<file path="src/rtl/code_sweep_pkg.sv">
// Shared constants, state encoding and code helpers for the code sweep transmitter.
// The forbidden set is the one the companion detector rejects.
package code_sweep_pkg;

    localparam int VEC_W    = 5;
    localparam int FULL_CNT = 32;
    localparam int SKIP_CNT = 26;

    localparam logic [3:0] FORBID_A = 4'h0;
    localparam logic [3:0] FORBID_B = 4'h4;
    localparam logic [3:0] FORBID_C = 4'h8;

    localparam logic [VEC_W-1:0] LAST_IDX = 5'h1F;

    typedef enum logic [1:0] {
        IDLE,
        WAIT,
        PRESENT,
        DONE
    } state_t;

    function automatic logic is_forbidden(input logic [3:0] code);
        return (code == FORBID_A) || (code == FORBID_B) || (code == FORBID_C);
    endfunction

endpackage

</file>
<file path="src/rtl/code_sweep_tx_tick_divider.sv">
// Step-rate divider: emits a one-cycle tick after TICK_DIV uncleared cycles.
// Holding clr keeps the count at zero so every wait period starts fresh.
module tick_divider #(
    parameter int unsigned TICK_DIV = 50000000
) (
    input  logic clk,
    input  logic rst_n,
    input  logic clr,
    output logic tick
);

    localparam int unsigned CNT_W = (TICK_DIV > 1) ? $clog2(TICK_DIV) : 1;
    localparam logic [CNT_W-1:0] TERM = CNT_W'(TICK_DIV - 1);

    logic [CNT_W-1:0] cnt_reg;
    logic             tick_reg;

    always_ff @(posedge clk or negedge rst_n) begin
        if (!rst_n) begin
            cnt_reg  <= '0;
            tick_reg <= 1'b0;
        end else if (clr) begin
            cnt_reg  <= '0;
            tick_reg <= 1'b0;
        end else if (cnt_reg == TERM) begin
            cnt_reg  <= '0;
            tick_reg <= 1'b1;
        end else begin
            cnt_reg  <= cnt_reg + 1'b1;
            tick_reg <= 1'b0;
        end
    end

    assign tick = tick_reg;

endmodule

</file>
<file path="src/rtl/code_sweep_tx.sv">
// Sweeps {en, code} vectors 0x00..0x1F at a divided rate over valid/ready,
// each paired with the result the code detector is expected to produce.
module code_sweep_tx
    import code_sweep_pkg::*;
#(
    parameter int unsigned TICK_DIV = 50000000,
    parameter int unsigned CODE_W   = 4
) (
    input  logic              clk,
    input  logic              rst_n,
    input  logic              start,
    input  logic              stop,
    input  logic              mode_skip,
    input  logic              ready,
    output logic              valid,
    output logic [CODE_W-1:0] code_out,
    output logic              en_out,
    output logic              exp_hit,
    output logic              busy,
    output logic              done,
    output logic [5:0]        sent_cnt
);

    state_t             state_reg;
    logic [VEC_W-1:0]   idx_reg;
    logic               skip_reg;
    logic               valid_reg;
    logic [CODE_W-1:0]  code_reg;
    logic               en_reg;
    logic               hit_reg;
    logic               busy_reg;
    logic               done_reg;
    logic [5:0]         sent_reg;

    logic [FULL_CNT-1:0] forbid_lut;
    logic [FULL_CNT-1:0] hit_lut;
    logic [VEC_W-1:0]    idx_inc;
    logic [VEC_W-1:0]    idx_next;
    logic [VEC_W-1:0]    first_idx;
    logic                tick;
    logic                div_clr;

    // Per-vector tables: forbidden flag and the detector's expected output.
    generate
        for (genvar gi = 0; gi < FULL_CNT; gi++) begin : g_lut
            assign forbid_lut[gi] = is_forbidden(4'(gi));
            assign hit_lut[gi]    = (gi >= 16) && !is_forbidden(4'(gi));
        end
    endgenerate

    // Forbidden codes are never adjacent, so at most one extra step is needed.
    always_comb begin
        idx_inc  = idx_reg + 5'd1;
        idx_next = (skip_reg && forbid_lut[idx_inc]) ? idx_reg + 5'd2 : idx_inc;
    end

    assign first_idx = (mode_skip && forbid_lut[0]) ? 5'd1 : 5'd0;

    // The divider only runs while waiting and restarts after every tick.
    assign div_clr = (state_reg != WAIT) || tick;

    tick_divider #(
        .TICK_DIV(TICK_DIV)
    ) u_tick_divider (
        .clk  (clk),
        .rst_n(rst_n),
        .clr  (div_clr),
        .tick (tick)
    );

    always_ff @(posedge clk or negedge rst_n) begin
        if (!rst_n) begin
            state_reg <= IDLE;
            idx_reg   <= '0;
            skip_reg  <= 1'b0;
            valid_reg <= 1'b0;
            code_reg  <= '0;
            en_reg    <= 1'b0;
            hit_reg   <= 1'b0;
            busy_reg  <= 1'b0;
            done_reg  <= 1'b0;
            sent_reg  <= '0;
        end else if (stop) begin
            // Abort keeps the last code and count visible for inspection.
            state_reg <= IDLE;
            valid_reg <= 1'b0;
            busy_reg  <= 1'b0;
            done_reg  <= 1'b0;
        end else begin
            case (state_reg)
                IDLE, DONE: begin
                    if (start) begin
                        skip_reg  <= mode_skip;
                        idx_reg   <= first_idx;
                        sent_reg  <= '0;
                        done_reg  <= 1'b0;
                        busy_reg  <= 1'b1;
                        state_reg <= WAIT;
                    end
                end
                WAIT: begin
                    if (tick) begin
                        code_reg  <= idx_reg[CODE_W-1:0];
                        en_reg    <= idx_reg[VEC_W-1];
                        hit_reg   <= hit_lut[idx_reg];
                        valid_reg <= 1'b1;
                        state_reg <= PRESENT;
                    end
                end
                PRESENT: begin
                    if (ready) begin
                        valid_reg <= 1'b0;
                        if (sent_reg != 6'(FULL_CNT)) begin
                            sent_reg <= sent_reg + 6'd1;
                        end
                        if (idx_reg == LAST_IDX) begin
                            busy_reg  <= 1'b0;
                            done_reg  <= 1'b1;
                            state_reg <= DONE;
                        end else begin
                            idx_reg   <= idx_next;
                            state_reg <= WAIT;
                        end
                    end
                end
                default: state_reg <= IDLE;
            endcase
        end
    end

    assign valid    = valid_reg;
    assign code_out = code_reg;
    assign en_out   = en_reg;
    assign exp_hit  = hit_reg;
    assign busy     = busy_reg;
    assign done     = done_reg;
    assign sent_cnt = sent_reg;

endmodule

</file>
<file path="config.mk">
export PLATFORM = sky130hd
export DESIGN_NAME = code_sweep_tx
export DESIGN_NICKNAME = d
export VERILOG_FILES = /design/src/rtl/code_sweep_pkg.sv /design/src/rtl/code_sweep_tx_tick_divider.sv /design/src/rtl/code_sweep_tx.sv
export SDC_FILE = /design/constraint.sdc
export NUM_CORES = 1
export LEC_CHECK = 0
export ABC_AREA = 1
export CORE_MARGIN = 2
export CORE_UTILIZATION = 55
export DETAILED_ROUTE_END_ITERATION = 8
export MAX_ROUTING_LAYER = met4
export PLACE_DENSITY = 0.75
export SYNTH_ARGS = -nofsm -noshare
export SYNTH_HDL_FRONTEND = slang
export SYNTH_SLANG_ARGS = --single-unit
</file>
<file path="constraint.sdc">
create_clock -name clk -period 2.1 [get_ports clk]
set_input_delay 0.42 -clock clk [delete_from_list [all_inputs] [get_ports clk]]
set_output_delay 0.42 -clock clk [all_outputs]
set_load 0.02 [all_outputs]
</file>
==> results.txt <==
- Result of the run: complete, no violations
* Sum of internal, switching and leakage power: 2.42 mW
- Die Area: 0.00615 mm²
- In this run the tool buffered the top-level ports with 20 buffer cells.
- Total global routing overflow: 0
- The area growth from synthesis to layout is 12.7%.
* Placement row count: 27
* Synthesized area per cell: 7.38 µm²
- In this run, the number of DRC markers left after iteration 0 of detailed routing was 134.
- Ranked by total cell area, the synthesized netlist is headed by dfrtp_1 41%, nand2_1 16%, nor2_1 8.7%, inv_1 4.8%, ha_1 4.5%.
- Sequential share of the synthesized area: 41.1%
- The final layout contains routed wiring with a total length of 6750 µm.
- Before antenna repair, the detailed router went through 4 iterations.
- Entering global routing, the biggest net connects 27 pins.
* Clock Path Buffers: 2
* RSZ-0062 raised after global routing: no
* Hold Fails Final Rpt: 0
- After detailed routing, the number of vias per cell comes to 5.07.
- Timing would allow up to 0.544 GHz.
- Number of setup violations in the final report: 0
- Yosys mapped a number of flops with a built-in enable equal to 0.
- Core Region: 0.00544 mm²
* Endpoint required time on the critical path: 2300 ps
- Sum of met3 wire segment lengths after detailed routing: 156 µm
- Endpoint kind of the worst setup timing path: register
* Uppermost metal layer occupied by signal nets: met4
* Initial antenna violation count: 0
- The wire-length estimate of the detail-placed layout is 5200 µm.
- In the final timing run, aggregate negative setup slack is 0 ps.
* Count of inserted antenna diode cells: 0
- Share of cells above drive strength 1: 10.6%
- Count leader, synth: nand2_1
- CP Launch Type: register
- In this run the cell area of the synthesized design comes to 0.00305 mm².
- At the later pin of the worst-skew pair, clock insertion delay measures 300 ps.
* Average wire per standard cell: 13.1 µm
- Post-route worst hold slack: 116 ps
- Share of synthesized flip-flops with an asynchronous set or reset: 100%
- Fin Clk Skew: 5.84 ps
- Largest fanout on the critical path: 7
- In the final routing, the length of wire on met1 measures 3050 µm.
* Register bit count reported by yosys: 50
* Routed length on met2: 3420 µm
* Final number of max-transition violations: 0
- In the synthesized netlist, the number of instances is 413.
- Setup Fix Bufs, Post-CTS: 0
- Crit Path Class: reg2reg
- Pwr dens: 704 mW/mm²
- Via total after detailed routing: 2613
- Vias in the first global route: 2578
- Global Route Usage Sum: 24.4%
- The analysis attributes to cell leakage a power of 1.56 nW.
- Top-level I/O count: 21
- Max H-tree Level: 2
- The tree is rooted in a clkbuf_8.
- Global-route wire length before repair: 11400 µm
- From left edge to right edge, the die measures 78.4 µm.
- Biggest area consumer among synthesized cells: dfrtp_1
- The min-delay analysis places its worst path in the category in2async.
- Final min period: 1840 ps
- Max-cap check violation count: 0
- In the synthesized netlist, the cells that appear most often are 126 x nand2_1, 71 x nor2_1, 50 x dfrtp_1, 39 x inv_1, 21 x nand3_1.
* Post-route DRC: 0
- TritonCTS built the clock tree.
- The die is 78.4 µm tall.
* Post-route antenna net violation count: 0
- For this run, the number of Yosys warnings is 0.
- Counting every net in the synthesized netlist gives 430.
- The congestion estimate from routability-driven global placement came to 0.927.
- STA puts the critical path data arrival time at 2040 ps.
- The clock net in this run drives a total of 50 sinks.
- Nets@finish: 460
- Initial standard-cell utilization of the core: 56.0%
- Post-route clock period utilization: 87.6%
- The netlist uses 33 different library cells.
- After clock tree synthesis, the clock-pin slew on the worst setup and hold paths is 90 ps.
- Least-Margin Pin Slew: 605 ps
* Max-slew headroom at the worst pin: 59.6%
- For this run, the leading register cell type out of synthesis is dfrtp_1.
- Clock buffer count from CTS: 5
- Flip-flop count of the largest register after layout: 26
- Share of the synthesized area in the top cell type: 41.1%
- IR analysis of the VDD net gives a maximum drop of 0.415 mV.
==> path summary, 6_finish.rpt <==
check	startpoint	end	slack [ps]	cells after the start
worst min-delay path	rst_n	u_tick_divider.cnt_reg[1]	120	1
min in group clk	code_out[1]	code_out[1]	500	2
max in group asynchronous	rst_n	idx_reg[1]	1330	2
worst max-delay path	idx_reg[0]	idx_reg[0]	260	13
worst min register to register	code_out[1]	code_out[1]	500	2
worst max register to register	idx_reg[0]	idx_reg[0]	260	13
==> routing by layer <==
metal,up-vias,GRT usage [%]
li1,1345,-
met1,1221,27.6
met2,37,43.6
met3,10,3.91
met4,0,8.77
met5,-,-
==> report_power, final <==
group          switching [mW]  internal [mW]  leakage (nW)
registers              0.0831           1.05         0.686
clock network           0.317          0.231        0.0383
logic                   0.482          0.256         0.837
==> through the flow <==
stage / std cells / util [%] / worst slack, ps / area [µm²]
floorplan: 413 / - / 456 / 3050
global placement: 508 / 61.7 / 336 / 3360
detailed placement: 508 / 61.7 / 220 / 3360
CTS: 515 / 63.1 / 205 / 3430
global route: 515 / 63.1 / 16.7 / 3430
finish: 515 / 63.1 / 261 / 3430
==> cells in the final DEF, fill, tap and decap left out <==
cell	count
inv_6	1
xnor2_1	6
inv_2	6
or2_2	1
nand4_1	3
nor2_4	6
nand3_2	3
a21oi_1	5
clkbuf_8	5
nand4_2	1
buf_4	5
nand3_1	21
dfrtp_1	48
nor2_1	71
clkbuf_1	2
clkinv_1	1
a21oi_2	1
dfrtp_2	2
o21ai_0	13
nor2_8	1
a31oi_1	1
clkdlybuf4s50_1	19
a21boi_0	1
nor3b_1	2
xor2_1	9
o21ai_1	8
nand2_2	5
inv_1	39
nor2_2	6
buf_2	1
nand2_4	1
nor3_1	7
nor3_2	1
nand2_1	126
ha_1	11
o21ai_4	1
o31ai_1	3
==> logic make-up (layout without fill, tap and decap cells) <==
kind of cell | after synthesis | count (layout) | synth area share [%]
compound gates | 33 | 33 | 6.28
xor+xnor | 15 | 15 | 4.31
fa+ha+maj | 11 | 11 | 4.52
buf+inv | 49 | 79 | 6.44
flops | 50 | 50 | 41.1
simple gates | 255 | 255 | 37.4
==> critical path, cell delays in order (launching register included) <==
cell and delay [ps]:
dfrtp_2 430, ha_1 180, inv_1 50, nor3_1 240, ha_1 200, nand2_1 50, inv_1 80, nor2_1 60
nand3_2 150, inv_2 50, nand2_1 80, clkinv_1 60, nand2_1 60, nand2_1 40
==> cell type report <==
class | count | area [µm²]
Multi-Input combinational cell | 314 | 1600
Fill cell | 507 | 2000
Inverter | 47 | 181
Tap cell | 72 | 90.1
Clock buffer | 7 | 76.3
Timing Repair Buffer | 25 | 233
Sequential cell | 50 | 1250
==> timing repair <==
action	CTS	global route
endpoints found under the setup margin	0	1
hold buffers	0	0
resized for setup	0	2
hold endpoints to repair	0	0
(Power assumes the default switching activity.)
